## src/rtl/bist_adder_ctrl.sv

```systemverilog
// -----------------------------------------------------------------------------
// bist_adder_ctrl
//
// Built-in self-test sequencer for the 16-bit adder BIST top.
//   - A 32-bit Fibonacci LFSR (x^32+x^22+x^2+x+1) drives operands and carry-in.
//   - A 17-bit MISR (x^17+x^14+1) compacts every {cout, sum} from the adder.
//   - When the run ends, the final signature is compared against GOLDEN.
//
// Flow: IDLE --start--> SEED --> RUN (PATTERNS cycles) --> DONE --start--> SEED
//
// The adder sits combinationally between tpg_* and dut_sum. The pattern held
// in the LFSR during a RUN cycle is compacted at the edge that ends that cycle.
// -----------------------------------------------------------------------------
module bist_adder_ctrl #(
   parameter int unsigned PATTERNS  = 64,             // 1..65535
   parameter logic [31:0] LFSR_SEED = 32'h0000_0001,  // zero is replaced by 1
   parameter logic [16:0] MISR_SEED = 17'h0_0000,
   parameter logic [16:0] GOLDEN    = 17'h0_0000
) (
   input  logic        clk,
   input  logic        rst_n,
   input  logic        start,
   output logic [15:0] tpg_a,
   output logic [15:0] tpg_b,
   output logic        tpg_cin,
   input  logic [16:0] dut_sum,
   output logic [16:0] signature,
   output logic        busy,
   output logic        finish,
   output logic        pass
);

   // An all-zero LFSR would lock up, so a zero seed falls back to 1.
   localparam logic [31:0] SEED_EFF = (LFSR_SEED == 32'd0) ? 32'h0000_0001
                                                           : LFSR_SEED;

   // Count value seen in the final RUN cycle.
   localparam logic [15:0] CNT_LAST = 16'(PATTERNS - 1);

   // FSM encoding
   localparam logic [1:0] IDLE = 2'd0;
   localparam logic [1:0] SEED = 2'd1;
   localparam logic [1:0] RUN  = 2'd2;
   localparam logic [1:0] DONE = 2'd3;

   logic [1:0]  state;
   logic [1:0]  state_next;
   logic [31:0] lfsr;
   logic [31:0] lfsr_next;
   logic [16:0] misr;
   logic [16:0] misr_next;
   logic [15:0] cnt;
   logic        last_pattern;
   logic        enter_done;

   assign last_pattern = (cnt == CNT_LAST);
   assign enter_done   = (state == RUN) && last_pattern;

   // Next-state logic for the IDLE/SEED/RUN/DONE sequencer.
   always_comb begin
      // NOTE: state_next gets a default before the case so that every path
      // assigns it; a missing assignment would otherwise infer a latch.
      state_next = state;
      case (state)
         IDLE:    if (start) state_next = SEED;
         SEED:    state_next = RUN;
         RUN:     if (last_pattern) state_next = DONE;
         DONE:    if (start) state_next = SEED;
         default: state_next = IDLE;
      endcase
   end

   // Pattern generator step and signature compaction step.
   always_comb begin
      lfsr_next       = {lfsr[30:0], lfsr[31] ^ lfsr[21] ^ lfsr[1] ^ lfsr[0]};
      misr_next[0]    = misr[16] ^ misr[13] ^ dut_sum[0];
      misr_next[16:1] = misr[15:0] ^ dut_sum[16:1];
   end

   // State register.
   always_ff @(posedge clk or negedge rst_n) begin
      // NOTE: sequential state uses non-blocking assignments so every flop
      // samples pre-edge values regardless of statement order.
      if (!rst_n) state <= IDLE;
      else        state <= state_next;
   end

   // LFSR, MISR and pattern counter: load in SEED, advance in RUN, hold elsewhere.
   always_ff @(posedge clk or negedge rst_n) begin
      if (!rst_n) begin
         lfsr <= SEED_EFF;
         misr <= '0;
         cnt  <= '0;
      end else begin
         case (state)
            SEED: begin
               lfsr <= SEED_EFF;
               misr <= MISR_SEED;
               cnt  <= '0;
            end
            RUN: begin
               lfsr <= lfsr_next;
               misr <= misr_next;
               cnt  <= cnt + 16'd1;
            end
            default: begin
               lfsr <= lfsr;
               misr <= misr;
               cnt  <= cnt;
            end
         endcase
      end
   end

   // Registered status flags decoded from the upcoming state.
   always_ff @(posedge clk or negedge rst_n) begin
      if (!rst_n) begin
         busy   <= 1'b0;
         finish <= 1'b0;
      end else begin
         busy   <= (state_next == SEED) || (state_next == RUN);
         finish <= (state_next == DONE);
      end
   end

   // Pass verdict: captured from the final compaction on entry to DONE,
   // held through DONE, cleared when a new run starts.
   always_ff @(posedge clk or negedge rst_n) begin
      if (!rst_n) begin
         pass <= 1'b0;
      end else if (enter_done) begin
         pass <= (misr_next == GOLDEN);
      end else if (state_next != DONE) begin
         pass <= 1'b0;
      end
   end

   assign tpg_a     = lfsr[31:16];
   assign tpg_b     = lfsr[15:0];
   assign tpg_cin   = lfsr[31] ^ lfsr[0];
   assign signature = misr;

endmodule

```

## config.mk

```make
export PLATFORM = sky130hd
export DESIGN_NAME = bist_adder_ctrl
export DESIGN_NICKNAME = d
export VERILOG_FILES = /design/src/rtl/bist_adder_ctrl.sv
export SDC_FILE = /design/constraint.sdc
export NUM_CORES = 1
export LEC_CHECK = 0
export CELL_PAD_IN_SITES_DETAIL_PLACEMENT = 1
export CELL_PAD_IN_SITES_GLOBAL_PLACEMENT = 1
export CORE_MARGIN = 2
export CORE_UTILIZATION = 31
export CTS_CLUSTER_SIZE = 14
export DETAILED_ROUTE_END_ITERATION = 10
export MAX_ROUTING_LAYER = met4
export PLACE_DENSITY = 0.7
export SLEW_MARGIN = 25
export SYNTH_ARGS = -nofsm -noshare
export SYNTH_HDL_FRONTEND = slang
export SYNTH_SLANG_ARGS = --single-unit
export TNS_END_PERCENT = 5
```

## constraint.sdc

```tcl
create_clock -name clk -period 3.1 [get_ports clk]
set_input_delay 0.775 -clock clk [delete_from_list [all_inputs] [get_ports clk]]
set_output_delay 0.775 -clock clk [all_outputs]
set_load 0.02 [all_outputs]
```

; ---- Word level (Yosys, flattened, before mapping)
; Cells that the tools add are included.
[word_totals]
register_bits = 70
latchBits = 0
mem_bits_rw = 0
romBits = 0
input_bits = 20
elab_cells = 38
memories = 0
[classes]
add_sub_neg = 1
multipliers = 0
div_mod_pow = 0
order_cmp = 0
eq_ne = 8
shifts = 0
mux = 8
bitwise_logic = 7
n_reduce_logical = 7
[ops]
columns = operator, count
row1 = one-hot mux 32 bit (2 select lines), 1
row2 = one-hot mux 17 bit (2 select lines), 1
row3 = one-hot mux 16 bit (2 select lines), 1
row4 = zero test 17 bit, 1
row5 = "adder 16 x 1 -> 16 bit, second input constant", 1
row6 = "equality test 16 x 6 -> 1 bit, second input constant", 1
row7 = XOR 16 bit, 1
row8 = "equality test 2 bit, second input constant", 4
row9 = one-hot mux 2 bit (3 select lines), 1
row10 = XOR 1 bit, 6
row11 = "equality test 2 x 1 -> 1 bit, second input constant", 2
row12 = two-way mux 2 bit, 2
row13 = nonzero test 2 bit, 2
row14 = zero test 2 bit, 1
row15 = two-way mux 1 bit, 2
row16 = "inequality test 2 bit, second input constant", 1
row17 = OR reduction 2 bit, 1
row18 = logical AND 1 bit, 1
row19 = logical OR 1 bit, 1

; ---- Longest topological paths before layout
[depth]
depth_word = 6
depth_mapped = 10

; ---- Least setup slack after synthesis
; No wires, ideal clock.
[synth_timing]
kind = register to register
start = register state[0]
end = register pass
setup_time_ns = 0.120
arrival_ns = 2.107
t_required_ns = 2.980
setup_slack_ns = 0.873
stages_incl_launch_ff = 11
path_buffers = 1
synth_period_minus_slack_ns = 2.227
path_cell_list = dfrtp_1 > inv_1 > ha_1 > clkbuf_1 > nor2_1 > nor2_1 > o21ba_2 > ha_1 > nand2_1 > a31oi_1 > a31o_2
[synth_via]
elab_chain_cells = 5
word_cells_on_any_way = 12
cone_classes = eq/ne (4) / mux (4) / reduce/logical (4)
[synth_lines]
columns = element, line
row1 = start: declaration, 46  ; logic [1:0] state;
row2 = start signal: assignment, 85  ; else state <= state_next;
row3 = equality test 2 bit or zero test 2 bit (tied branches), 64  ; case (state)
row4 = OR reduction 2 bit (no source line), --
row5 = one-hot mux 2 bit (3 select lines) *, 64
row6 = via state_next[0], 47  ; logic [1:0] state_next;
row7 = inequality test 2 bit *, 133  ; end else if (state_next != DONE) begin
row8 = nonzero test 2 bit (no source line) *, --
row9 = end signal: assignment, 132  ; pass <= (misr_next == GOLDEN);
row10 = end: declaration, 30  ; output logic pass
; Mark *: on every way through the listed nets, which the timed path passes. The rest lies on a longest branch.
; A chain may end at the register's enable or synchronous reset.

; ---- Worst setup path in the final report
[layout_timing]
start = register lfsr[0]
end = output port tpg_cin
[layout_via]
elab_chain_cells = 1
[layout_lines]
columns = element, line
row1 = start: declaration, 48  ; logic [31:0] lfsr;
row2 = start signal: assignment, 102  ; lfsr <= lfsr_next;
row3 = start signal: assignment, 107  ; lfsr <= lfsr;
row4 = XOR 1 bit, 140  ; assign tpg_cin = lfsr[31] ^ lfsr[0];
row5 = end: declaration, 25  ; output logic tpg_cin,
; No other way between the ends.

==> flow_summary_export.csv <==
group,metric,value,unit
cells_and_area,fin_nets,423,
timing,slew_headroom,46.76,%
synth,synth_area,3158,sq um
placement,placed_area,4033,sq um
routing,wirelength,8137,um
placement,dp_cells,520,
placement,place.gp.congestion,0.7639,
grt,grt_max_degree,59,
synth,synthSimpleGateAreaFrac,18.82,%
die,fp.dieH,104.9,um
timing,skew,6.042,ps
timing,period_minus_slack,2481,ps
die,dieArea,11010,sq um
clock_network,post_cts_buffers,0,
routing,detail_route.wl_per_cell,15.18,um
synth,synth_ff_type,"dfrtp_1",
cells_and_area,multi_input_area,1333,sq um
synth,synth_xor_area_share,7.211,%
timing,fin_crit_sh,80.03,%
timing,final-hold-violation-count,0,
cells_and_area,fillers,1131,
synth,syn_area_per_cell,9.687,sq um
synth,postSynth.asyncResetShare,100.0,%
setup_path,cpMaxStageDelayCell,"clkdlybuf4s50_1",
timing,final-max-slew-violation-count,0,
synth,yosysSeqAreaShare,55.51,%
setup_path,end_kind,"output port",
timing,holdWs,504.5,ps
placement,dpl.hpwl,5602,um
clock_network,hold_buffers,0,
setup_path,critPathKind,"flip-flop to output port",
timing,tightest_slew,798.7,ps
cells_and_area,seq_area,1753,sq um
routing,drtIter0Drc,73,
clock_network,cts_buffers,9,
setup_path,worstSetupStartpointType,"flip-flop",
clock_network,htree_levels,3,
clock_network,clk_pin_slew,80,ps
synth,muxShareOfSynthArea,0.3170,%
flow_run,cap_viol_max_count,0,
grt,overflow,0,
clock_network,cts_tree,"done",
setup_path,crit_family,"buffers and inverters",
die,core,9819,sq um
setup_path,cp_cell_sequence,"xor2_1 -> clkdlybuf4s50_1",
setup_path,slowest_delay,620,ps
synth,synth_top_family_by_area,"simple AND/OR/NAND/NOR gates",
grt,grt_pass1_wl,13870,um
grt,antenna_found_initial,0,
timing,fin_setup_tns,0,ps
worst_hold_path,hp-class,"primary input to async pin",
clock_network,clock_sinks,70,
setup_path,worstPathMaxFanout,6,
grt,grt_pass1_vias,2829,
cells_and_area,fin_cells,536,
synth,synth_compound_area_share,13.79,%
routing,vias,2630,
cells_and_area,final_area,4270,sq um
placement,port_buffers,72,
synth,synth_edf_count,0,
routing,viasPerCell,4.907,
cells_and_area,drive_above_1_share,6.948,%
routing,drc,0,
clock_network,root_buffer,"clkbuf_8",
setup_path,worst_ep_arrival_time,1710,ps
grt,track_usage,16.03,%
power_and_ir_drop,ir_worst_vdd,321.2,uV
die,die_w,104.9,um
timing,fmax,403.1,MHz
run_status,status,"finished, final reports clean",
synth,synth-seq-cells,70,
setup_path,cp_num_buf_inv,1,
power_and_ir_drop,totalPowerFinal,0.003461,W
cells_and_area,areaGrowthSynthToFinish,35.22,%
synth,synthAdderAreaFrac,1.981,%
routing,ant_nets,0,
timing,finalSetupViolCount,0,
power_and_ir_drop,p_per_area,810.5,nW/um^2
die,rows,36,
clock_network,cts_buffer_depth,2,
synth,post_synth_num_cell_types,39,
synth,syn_inst,326,
power_and_ir_drop,p_leak,1.754,nW
synth,synth.net_count,351,
die,start_util,32.16,%
routing,firstDrtPassIters,4,
clock_network,cts_resized,0,
cells_and_area,n_antenna_cell,0,
setup_path,critPathRequiredTime,2320,ps
synth,ys_warn_count,0,
timing,grt_setup_unrepaired,"false",
clock_network,clk_latency,350,ps
die,io_pins,73,
[metrics by stage]
stage	util, %	worst slack, ps
after floorplan	-	873.3
after global placement	41.07	839.8
after detailed placement	41.07	720.8
after CTS	43.49	600.8
after global routing	43.49	511.5
final	43.49	619.1
[metal layers]
| layer | share of wire, % | GRT usage, % |
|---|---|---|
| met1 | 46 | 19.80 |
| met4 | 1.4 | 4.952 |
| met3 | 4.1 | 4.117 |
| met5 | 0 | - |
| met2 | 48 | 25.88 |
[flip-flops by register name, summed over array words and instances, names as in the netlist]
register   flops
finish         1
pass           1
state          2
busy           1
signature     17
cnt           16
lfsr          32
[power breakdown]
group | switching, W | internal [W] | leakage (nW)
combinational | 0.000884 | 0.000504 | 0.688
clock | 0.000358 | 0.000538 | 0.114
sequential | 0.000124 | 0.00105 | 0.952
total | 0.00137 | 0.00209 | 1.75
[cell type report]
| class | count | share of cell area [%] |
|---|---|---|
| repair buffers | 77 | 17.93 |
| inverters | 4 | 0.3516 |
| multi-input cells | 236 | 31.20 |
| well taps | 133 | 3.897 |
| clock inverters | 5 | 2.490 |
| clock buffers | 11 | 3.076 |
| flip-flops and latches | 70 | 41.05 |
[synthesized netlist by cell type, drive strengths merged, types with 2 or more instances]
library cell  count  area, sq um
nand2            83        311.6
dfrtp            69         1727
o21ai            51        255.2
xnor2            17        148.9
clkbuf           12        45.04
xor2              9        78.83
nor2              8        30.03
a22o              7        61.31
a21oi             6        30.03
nand4             6        37.54
ha                5        62.56
nand3             5        30.03
and3              4        26.28
buf               4        15.01
inv               4        15.01
nor2b             4        25.02
nor4              4        25.02
or3               4        30.03
a21o              3        22.52
and4              2        17.52
nand2b            2        12.51
nor3              2        10.01
o31ai             2        15.01
[path summary, 6_finish.rpt]
path                       startpoint        to  slack, ps  cells past startpoint
min                             rst_n  lfsr[24]        500                      1
max                           lfsr[0]   tpg_cin        620                      2
min reg2reg                  lfsr[22]  lfsr[22]        520                      2
max reg2reg                  state[0]      pass        720                     10
min in group clk             lfsr[22]  lfsr[22]        520                      2
max in group asynchronous       rst_n   lfsr[0]       1860                      2
[placed cells by master (no fill, tap or decap), types with 2 or more instances in the layout]
cell / netlist / routed
nand2b_1: 2 / 2
o31ai_1: 2 / 2
buf_4: 0 / 4
nand4_1: 6 / 6
nor4_1: 4 / 4
ha_1: 5 / 4
clkbuf_1: 12 / 2
a22o_1: 7 / 7
clkdlybuf4s50_1: 0 / 71
a21o_1: 3 / 3
nor2b_1: 4 / 4
nand2_1: 83 / 83
inv_1: 4 / 4
dfrtp_1: 69 / 69
and4_1: 2 / 2
nand3_1: 4 / 4
nor3_1: 2 / 2
xnor2_1: 17 / 17
bufinv_16: 0 / 3
clkbuf_8: 0 / 9
o21ai_0: 51 / 51
a21oi_1: 6 / 6
nor2_1: 8 / 8
or3_1: 3 / 3
and3_1: 3 / 3
xor2_1: 9 / 9
[cell families after synthesis]
family,after synthesis
compound gates,75
xor+xnor,26
fa+ha+maj,5
buf+inv,20
flops,70
mux,1
simple gates,129
No activity file was read; power rests on OpenSTA's default activity.
==> patch (config.mk and constraints unchanged) <==
Register the inputs `start` and `dut_sum` before use, without a reset. The logic sees them one clock later. Comments in the files are not updated.
--- a/src/rtl/bist_adder_ctrl.sv
+++ b/src/rtl/bist_adder_ctrl.sv
@@ -43,6 +43,14 @@
    localparam logic [1:0] RUN  = 2'd2;
    localparam logic [1:0] DONE = 2'd3;
 
+   logic start_q;
+   logic [16:0] dut_sum_q;
+
+   always_ff @(posedge clk) begin
+      start_q   <= start;
+      dut_sum_q <= dut_sum;
+   end
+
    logic [1:0]  state;
    logic [1:0]  state_next;
    logic [31:0] lfsr;
@@ -62,10 +70,10 @@
       // assigns it; a missing assignment would otherwise infer a latch.
       state_next = state;
       case (state)
-         IDLE:    if (start) state_next = SEED;
+         IDLE:    if (start_q) state_next = SEED;
          SEED:    state_next = RUN;
          RUN:     if (last_pattern) state_next = DONE;
-         DONE:    if (start) state_next = SEED;
+         DONE:    if (start_q) state_next = SEED;
          default: state_next = IDLE;
       endcase
    end
@@ -73,8 +81,8 @@
    // Pattern generator step and signature compaction step.
    always_comb begin
       lfsr_next       = {lfsr[30:0], lfsr[31] ^ lfsr[21] ^ lfsr[1] ^ lfsr[0]};
-      misr_next[0]    = misr[16] ^ misr[13] ^ dut_sum[0];
-      misr_next[16:1] = misr[15:0] ^ dut_sum[16:1];
+      misr_next[0]    = misr[16] ^ misr[13] ^ dut_sum_q[0];
+      misr_next[16:1] = misr[15:0] ^ dut_sum_q[16:1];
    end
 
    // State register.
Formal check against the unedited RTL: not equivalent (a bounded check fails within 4 cycles, from zero or initial values and one cycle with rst_n low).
==> patch against the original RTL <==
Total power rose by 16%; critical path depth unchanged; routed wire length rose by 3.0%; sequential cell count is 18 higher; setup slack worse by 1.2 ps; non-clock buffer count unchanged; synthesized area rose by 12%; design area is 11% higher; largest cell class unchanged; largest power group is now sequential cells.
==> patch: results (changes against the original RTL) <==
[detailed_routing]
wl_met3_um=468  ; was 337 µm
wl_met2_mm=3.87  ; was 3.94 mm
vias_per_cell=4.81  ; was 4.91
drt_iter0_markers=153  ; was 73
post_drt_wl_per_cell_um=14.8  ; was 15.2 µm

[grt]
gr-usage-met1_pct=18.8  ; was 19.8%
grt_pass1_wl_mm=14.3  ; was 13.9 mm
grt_pass1_vias=2975  ; was 2829
grt_use_total_pct=14.9  ; was 16.0%
use_met2_pct=22.9  ; was 25.9%

[final_layout]
final_cells=567  ; was 536
fin_nets=444  ; was 423

[setup_path]
worst_r2r_path_depth=6  ; was 10

[place]
placed_cells=551  ; was 520
placed_cell_area_um2=4400  ; was 4030 µm²
gp_congestion=0.816  ; was 0.764

[synth]
ys_types=42  ; was 39
synthArstFlopShare_pct=79.5  ; was 100%
netlist_top_cells_count=nand2_1, dfrtp_1, o21ai_0  ; unchanged
synth-seq-area-share_pct=59.7  ; was 55.5%
synthesis.nets=373  ; was 351

[clocking]
clk_pin_slew_ps=60  ; was 80 ps

[status]
status=finished, final reports clean  ; unchanged

[sta]
worst_pin_slew_ps=591  ; was 799 ps
skew_ps=5.79  ; was 6.04 ps
period_needed_ps=2480  ; about the same

[power]
power.share.sequential_pct=35.7  ; was 34.0%
swShare_pct=36.0  ; was 39.5%

## patch: cell count changes in the layout (fill, tap and decap cells not counted), moves of 3 or more
cell       change
clkbuf_16      +9
dfxtp_1       +18
xor2_1         -6
o21ai_0        +4
xnor2_1        +6
clkbuf_8       -9
nand2_1        +3
a22o_1         -4
## patch: worst max-delay path by stage
stage / start / end / cells past startpoint
after floorplan: state[0] / pass / 8
after global placement: state[0] / lfsr[31] / 5
after detailed placement: state[0] / cnt[1] / 5
after CTS: lfsr[0] / tpg_cin / 2
after global routing: state[0] / cnt[5] / 6
final: lfsr[0] / tpg_cin / 2
## patch: cell families after synthesis
logic type	synth area share, %
buffers and inverters	2.47
DFF	59.7
AOI/OAI and AO/OA	11.7
and+or+nand+nor	17.7
muxes	0.283
adders and majority gates	1.77
xor gates and xnor gates	6.43
## patch: layout make-up
class,count,area (µm²)
inverters,4,15.0
clock buffers,11,233
fillers,1232,6530
repair buffers,77,753
multi-input cells,239,1340
clock inverters,5,106
flip-flops and latches,88,2110
well taps,143,179
